File: src/rtl/mem_arbiter_if.sv
// Request-unit and memory-bus signal bundle for the memory arbiter.
// The slave modport is the arbiter's view; master is the requester/bus-model view.
interface mem_arbiter_if #(
  parameter int ADDR_W = 32,
  parameter int DATA_W = 32
);
  logic              imemRen;
  logic [ADDR_W-1:0] imemaddr;
  logic              dmmRen;
  logic              dmmWen;
  logic [ADDR_W-1:0] dmmaddr;
  logic [DATA_W-1:0] dmmstore;
  logic              i_ready;
  logic [DATA_W-1:0] imemload;
  logic              d_ready;
  logic [DATA_W-1:0] dmmload;
  logic              bus_ren;
  logic              bus_wen;
  logic [ADDR_W-1:0] bus_addr;
  logic [DATA_W-1:0] bus_wdata;
  logic [DATA_W-1:0] bus_rdata;
  logic              bus_ack;
  logic              timeout_err;

  modport slave (
    input  imemRen, imemaddr, dmmRen, dmmWen, dmmaddr, dmmstore, bus_rdata, bus_ack,
    output i_ready, imemload, d_ready, dmmload, bus_ren, bus_wen, bus_addr, bus_wdata,
           timeout_err
  );

  modport master (
    output imemRen, imemaddr, dmmRen, dmmWen, dmmaddr, dmmstore, bus_rdata, bus_ack,
    input  i_ready, imemload, d_ready, dmmload, bus_ren, bus_wen, bus_addr, bus_wdata,
           timeout_err
  );
endinterface

File: src/rtl/mem_arbiter.sv
// Arbitrates fetch and data requests onto one word-wide bus (data wins),
// returns one-cycle ready pulses and aborts stalled accesses via a watchdog.
module mem_arbiter #(
  parameter int ADDR_W  = 32,
  parameter int DATA_W  = 32,
  parameter int TIMEOUT = 64
) (
  input logic       CLK,
  input logic       nRST,
  mem_arbiter_if.slave mif
);
  localparam int CNT_W = (TIMEOUT > 1) ? $clog2(TIMEOUT) : 1;
  localparam logic [CNT_W-1:0]  CNT_LAST   = CNT_W'((TIMEOUT > 0) ? TIMEOUT - 1 : 0);
  localparam logic [ADDR_W-1:0] ALIGN_MASK = ~ADDR_W'(3);

  typedef enum logic [1:0] {IDLE, BUS, DONE} state_t;
  typedef enum logic [1:0] {K_FETCH, K_READ, K_WRITE} kind_t;

  state_t            state_reg, state_next;
  kind_t             kind_reg, kind_next;
  logic [ADDR_W-1:0] addr_reg, addr_next;
  logic [DATA_W-1:0] wdata_reg, wdata_next;
  logic [DATA_W-1:0] load_reg, load_next;
  logic [CNT_W-1:0]  cnt_reg, cnt_next;
  logic              terr_reg, terr_next;

  always_ff @(posedge CLK) begin
    if (!nRST) begin
      state_reg <= IDLE;
      kind_reg  <= K_FETCH;
      addr_reg  <= '0;
      wdata_reg <= '0;
      load_reg  <= '0;
      cnt_reg   <= '0;
      terr_reg  <= 1'b0;
    end else begin
      state_reg <= state_next;
      kind_reg  <= kind_next;
      addr_reg  <= addr_next;
      wdata_reg <= wdata_next;
      load_reg  <= load_next;
      cnt_reg   <= cnt_next;
      terr_reg  <= terr_next;
    end
  end

  always_comb begin
    state_next = state_reg;
    kind_next  = kind_reg;
    addr_next  = addr_reg;
    wdata_next = wdata_reg;
    load_next  = load_reg;
    cnt_next   = cnt_reg;
    terr_next  = terr_reg;
    case (state_reg)
      IDLE: begin
        wdata_next = mif.dmmstore;
        if (mif.dmmWen) begin
          kind_next  = K_WRITE;
          addr_next  = mif.dmmaddr & ALIGN_MASK;
          state_next = BUS;
        end else if (mif.dmmRen) begin
          kind_next  = K_READ;
          addr_next  = mif.dmmaddr & ALIGN_MASK;
          state_next = BUS;
        end else if (mif.imemRen) begin
          kind_next  = K_FETCH;
          addr_next  = mif.imemaddr & ALIGN_MASK;
          state_next = BUS;
        end
      end
      BUS: begin
        // An ack on the final watchdog cycle still completes normally.
        if (mif.bus_ack) begin
          load_next  = (kind_reg == K_WRITE) ? '0 : mif.bus_rdata;
          cnt_next   = '0;
          state_next = DONE;
        end else if ((TIMEOUT != 0) && (cnt_reg == CNT_LAST)) begin
          load_next  = '0;
          terr_next  = 1'b1;
          cnt_next   = '0;
          state_next = DONE;
        end else if (cnt_reg != '1) begin
          cnt_next = cnt_reg + 1'b1;
        end
      end
      DONE: begin
        state_next = IDLE;
      end
      default: begin
        state_next = IDLE;
      end
    endcase
  end

  logic in_bus, in_done, is_write;
  assign in_bus   = (state_reg == BUS);
  assign in_done  = (state_reg == DONE);
  assign is_write = (kind_reg == K_WRITE);

  assign mif.bus_ren     = in_bus && !is_write;
  assign mif.bus_wen     = in_bus && is_write;
  assign mif.bus_addr    = in_bus ? addr_reg : '0;
  assign mif.bus_wdata   = (in_bus && is_write) ? wdata_reg : '0;
  assign mif.i_ready     = in_done && (kind_reg == K_FETCH);
  assign mif.d_ready     = in_done && (kind_reg != K_FETCH);
  assign mif.imemload    = (in_done && (kind_reg == K_FETCH)) ? load_reg : '0;
  assign mif.dmmload     = (in_done && (kind_reg == K_READ)) ? load_reg : '0;
  assign mif.timeout_err = terr_reg;
endmodule

File: src/flat_wrapper.sv
// flat-port wrapper written by rule: the top's interface ports become plain ports
module mem_arbiter_flat 
#(
  parameter int ADDR_W  = 32,
  parameter int DATA_W  = 32,
  parameter int TIMEOUT = 64
)
  (CLK, nRST, mif_imemRen, mif_imemaddr, mif_dmmRen, mif_dmmWen, mif_dmmaddr, mif_dmmstore, mif_bus_rdata, mif_bus_ack, mif_i_ready, mif_imemload, mif_d_ready, mif_dmmload, mif_bus_ren, mif_bus_wen, mif_bus_addr, mif_bus_wdata, mif_timeout_err);
  mem_arbiter_if #(.ADDR_W(ADDR_W), .DATA_W(DATA_W)) mif_i ();
  input logic CLK;
  input logic nRST;
  input wire logic [$bits(mif_i.imemRen)-1:0] mif_imemRen;
  input wire logic [$bits(mif_i.imemaddr)-1:0] mif_imemaddr;
  input wire logic [$bits(mif_i.dmmRen)-1:0] mif_dmmRen;
  input wire logic [$bits(mif_i.dmmWen)-1:0] mif_dmmWen;
  input wire logic [$bits(mif_i.dmmaddr)-1:0] mif_dmmaddr;
  input wire logic [$bits(mif_i.dmmstore)-1:0] mif_dmmstore;
  input wire logic [$bits(mif_i.bus_rdata)-1:0] mif_bus_rdata;
  input wire logic [$bits(mif_i.bus_ack)-1:0] mif_bus_ack;
  output wire logic [$bits(mif_i.i_ready)-1:0] mif_i_ready;
  output wire logic [$bits(mif_i.imemload)-1:0] mif_imemload;
  output wire logic [$bits(mif_i.d_ready)-1:0] mif_d_ready;
  output wire logic [$bits(mif_i.dmmload)-1:0] mif_dmmload;
  output wire logic [$bits(mif_i.bus_ren)-1:0] mif_bus_ren;
  output wire logic [$bits(mif_i.bus_wen)-1:0] mif_bus_wen;
  output wire logic [$bits(mif_i.bus_addr)-1:0] mif_bus_addr;
  output wire logic [$bits(mif_i.bus_wdata)-1:0] mif_bus_wdata;
  output wire logic [$bits(mif_i.timeout_err)-1:0] mif_timeout_err;
  assign mif_i.imemRen = mif_imemRen;
  assign mif_i.imemaddr = mif_imemaddr;
  assign mif_i.dmmRen = mif_dmmRen;
  assign mif_i.dmmWen = mif_dmmWen;
  assign mif_i.dmmaddr = mif_dmmaddr;
  assign mif_i.dmmstore = mif_dmmstore;
  assign mif_i.bus_rdata = mif_bus_rdata;
  assign mif_i.bus_ack = mif_bus_ack;
  assign mif_i_ready = mif_i.i_ready;
  assign mif_imemload = mif_i.imemload;
  assign mif_d_ready = mif_i.d_ready;
  assign mif_dmmload = mif_i.dmmload;
  assign mif_bus_ren = mif_i.bus_ren;
  assign mif_bus_wen = mif_i.bus_wen;
  assign mif_bus_addr = mif_i.bus_addr;
  assign mif_bus_wdata = mif_i.bus_wdata;
  assign mif_timeout_err = mif_i.timeout_err;
  mem_arbiter #(.ADDR_W(ADDR_W), .DATA_W(DATA_W), .TIMEOUT(TIMEOUT)) u_core (.CLK(CLK), .nRST(nRST), .mif(mif_i));
endmodule
File: config.mk
export PLATFORM = sky130hd
export DESIGN_NAME = mem_arbiter_flat
export DESIGN_NICKNAME = d
export VERILOG_FILES = /design/src/rtl/mem_arbiter_if.sv /design/src/rtl/mem_arbiter.sv /design/src/flat_wrapper.sv
export SDC_FILE = /design/constraint.sdc
export NUM_CORES = 1
export LEC_CHECK = 0
export ABC_CLOCK_PERIOD_IN_PS = 1800
export BUFFER_PORTS_ARGS = -buffer_cell sky130_fd_sc_hd__buf_2
export CAP_MARGIN = 20
export CORE_ASPECT_RATIO = 1.2
export CORE_UTILIZATION = 46
export CTS_CLUSTER_SIZE = 30
export DETAILED_ROUTE_END_ITERATION = 16
export GPL_TIMING_DRIVEN = 0
export PLACE_DENSITY = 0.84
export SLEW_MARGIN = 5
export SYNTH_ARGS = -nofsm -noshare
export SYNTH_HDL_FRONTEND = slang
export SYNTH_SLANG_ARGS = --single-unit
File: constraint.sdc
create_clock -name CLK -period 1.8 [get_ports CLK]
set_input_delay 0.09 -clock CLK [delete_from_list [all_inputs] [get_ports CLK]]
set_output_delay 0.09 -clock CLK [all_outputs]
set_load 0.03 [all_outputs]
==> out/metrics.yaml <==
logic_synthesis:
  synthFlopType: "dfxtp_1"
  yosys.area.top_type: "dfxtp_1"
  yosys.area_share.simple_pct: 31.2
  synthAdderAreaFrac_pct: 0.240
  synth_area_um2: 5220
  yosys.area_share.xor_xnor_pct: 0
  yosysWarnings: 0
  syn_avg_cell_area_um2: 7.80
  synth_edf_count: 0
  ys_seq_area_share_pct: 40.2
  synth.ff_latch_count: 105
  synthMuxAreaShare_pct: 6.13
  synth_top_family_by_area: "simple AND/OR/NAND/NOR gates"
  netlist_top_cells_area: "dfxtp_1 (40%), and2_1 (15%), nand2_1 (9.4%)"
  synth_top_area_share_pct: 40.2
  synth_cell_types: 38
  synthCells: 670
  synth_compound_area_share_pct: 16.5
  synthArstFlopShare_pct: 0
timing:
  whs_ns: -0.00148
  tightest_slew_ns: 0.636
  rsz0062_at_grt: "true"
  clock_skew_ns: 0.00754
  final-setup-viol-count: 20
  post-route-period-util_pct: 101
  max_clock_freq_ghz: 0.548
  slew_viol_final: 0
  fin_crit_ns: 1.82
  finalHoldViolCount: 1
  relSlewSlack_pct: 57.5
  fin_ws_ns: -0.0249
worst_hold_path:
  min_path_type: "input pin to flip-flop"
  hp-start: "mif_imemaddr[19]"
floorplan:
  die_w_um: 99.3
  core_um2: 11000
  die_area_um2: 11800
  die_h_um: 119
  boundaryPins: 267
  start_util_pct: 47.3
  num_rows: 42
detailed_routing:
  wl_met2_um: 10700
  viasPerCell: 5.57
  num_vias: 6362
  drc: 0
  top_layer: "met4"
  m1WireLength_um: 6980
  drtPass1Iterations: 6
  wl_met3_um: 1470
  wl_per_cell_um: 17.9
  totalWireLength_um: 20400
  ant_nets: 0
  drt_iter0_drc: 349
pwr:
  power.total_mw: 5.81
  power.leakage_nw: 3.93
  ir_drop_mv: 0.609
  p_int_mw: 4.16
  switchingPower_mw: 1.65
  clockPowerShare_pct: 34.4
  swShare_pct: 28.5
  p_seq_share_pct: 44.8
  p_comb_share_pct: 20.8
  powerDensity_nw_per_um2: 693
global_route:
  grt.overflow.total: 0
  antenna_found_initial: 0
  grt_pass1_vias: 6016
  grt_pass1_wl_um: 28100
  grt_use_total_pct: 30.0
  grt_max_degree: 16
setup_path:
  crit_slowest_cell: "dfxtp_4"
  cp-startpoint: "u_core.state_reg[0]"
  crit_path_start_kind: "flip-flop"
  cp.required_ns: 1.71
  worst_setup_path_end_kind: "primary output"
  path_class: "flip-flop to primary output"
  cpLargestDelayFamily: "simple AND/OR/NAND/NOR gates"
  worstReg2RegStart: "u_core.cnt_reg[0]"
  crit_top_cell: "buf_6"
  critical_path.max_stage_delay_ns: 0.38
  worstPathCellList: "nand2b_4, nor3b_4, buf_6, clkbuf_16, and2_4, buf_6"
  crit_buf_inv: 3
  critical_path_arrival_ns: 1.73
  crit_fanout: 8
placement:
  dp_hpwl_um: 11500
  gp_congestion: 0.823
  io_buffers: 259
  pre_cts_ws_ns: -0.326
cells_and_area:
  drive_gt1_share_pct: 37.6
  syn_to_final_growth_pct: 60.4
  nets: 1140
flow_run:
  cap_violations: 0
outcome:
  violations: "negative hold slack, negative setup slack"
  status: "finished, violations left"
clocking:
  tritoncts: "built"
  numCtsBuffers: 9
  clk_latency_ns: 0.35
  h-tree-depth: 3
  cts.sinks: 105
  cts_buffer_depth: 2
  clk_pin_slew_worst_paths_ns: 0.07
  cts-root-buf: "clkbuf_16"
==> per-layer routing <==
metal	vias to the layer above	global-route usage, %
met4	0	18.0
li1	2940	-
met1	2936	30.6
met5	-	0
met2	371	56.3
met3	115	5.03
==> synthesized netlist by cell type, types with 2 or more instances <==
cell type,number
a21oi_1,69
nor2_2,2
clkbuf_1,41
nor2b_1,2
nor2_1,7
nor3b_1,3
o21ai_0,33
o31ai_1,2
nor3_1,2
clkbuf_2,2
nand3_1,35
mux2i_1,32
o211ai_1,3
and2_1,128
nand2b_1,3
a31oi_1,2
buf_4,5
inv_1,2
a311oi_1,30
buf_2,14
nand2_1,131
or3_1,2
dfxtp_1,105
==> worst register-to-register path, cell delays in order, from the launching register on <==
cell and delay, ns:
dfxtp_1 0.34, ha_1 0.28, nand4b_1 0.14, o22a_1 0.14, buf_2 0.18, buf_4 0.25, mux2i_1 0.35
==> timing repair <==
item | in CTS | in global routing
resized for setup | 113 | 154
endpoints found under the hold margin | 52 | 0
gates cloned | 2 | 2
endpoints found under the setup margin | 128 | 103
pin swaps | 3 | 6
hold buffers | 52 | 0
buffers inserted | 8 | 2
==> logic make-up (layout without fill, tap and decap cells) <==
family          Yosys count  count (layout)
other cells               1               3
compound gates          144             144
buf+inv                  66             404
flops                   105             105
simple gates            321             321
fa+ha+maj                 1               1
mux                      32              32
==> worst paths after layout <==
| check | slack, ns | to | cells after the start |
|---|---|---|---|
| worst max-delay path | -0.02 | mif_dmmload[13] | 6 |
| worst min-delay path | -0.001 | u_core.addr_reg[19] | 3 |
| worst max register to register | 0 | u_core.load_reg[19] | 6 |
| worst min register to register | 0.45 | u_core.wdata_reg[16] | 2 |
==> layout make-up <==
cell class | instances | area (um^2)
inverters | 3 | 11.3
flip-flops and latches | 105 | 2110
repair buffers | 325 | 2420
fillers | 780 | 2660
clock buffers | 13 | 260
clock inverters | 2 | 37.5
diodes | 1 | 2.50
plain buffers | 61 | 359
well taps | 132 | 165
multi-input cells | 500 | 3010
==> cell usage in the layout, fill, tap and decap left out, types with 3 or more instances in the layout <==
master / count
a311oi_1: 30
buf_6: 62
clkbuf_2: 4
clkbuf_1: 33
clkbuf_4: 12
buf_8: 5
a21oi_1: 69
o21ai_0: 33
nand2b_4: 3
clkbuf_16: 11
dlygate4sd3_1: 52
nand2_1: 131
o211ai_1: 3
nand3_1: 35
clkbuf_8: 4
and2_4: 48
dfxtp_1: 101
buf_2: 176
and2_1: 80
mux2i_1: 32
buf_4: 40
nor2_1: 6
==> power groups by stage <==
stage | Clock (mW) | Sequential (mW) | Combinational [mW]
after floorplan | 0 | 2.61 | 0.676
after global placement | 0 | 2.62 | 1.01
after detailed placement | 0 | 2.63 | 1.02
after CTS | 2.02 | 2.59 | 1.15
after global routing | 2.13 | 2.62 | 1.31
final | 2.00 | 2.60 | 1.21
==> per-stage QoR <==
stage          instance area, um^2  utilization (%)  std cells  setup TNS, ns
6_report                      8380             75.9       1142         -0.201
5_1_grt                       8380             75.9       1141          -2.23
4_1_cts                       7900             71.5       1138              0
3_5_place_dp                  6690             60.6       1062         -12.01
3_3_place_gp                  6690             60.6       1062          -9.38
2_1_floorplan                 5230                -        671              0
Note: power is estimated with default switching activity, not from simulation.
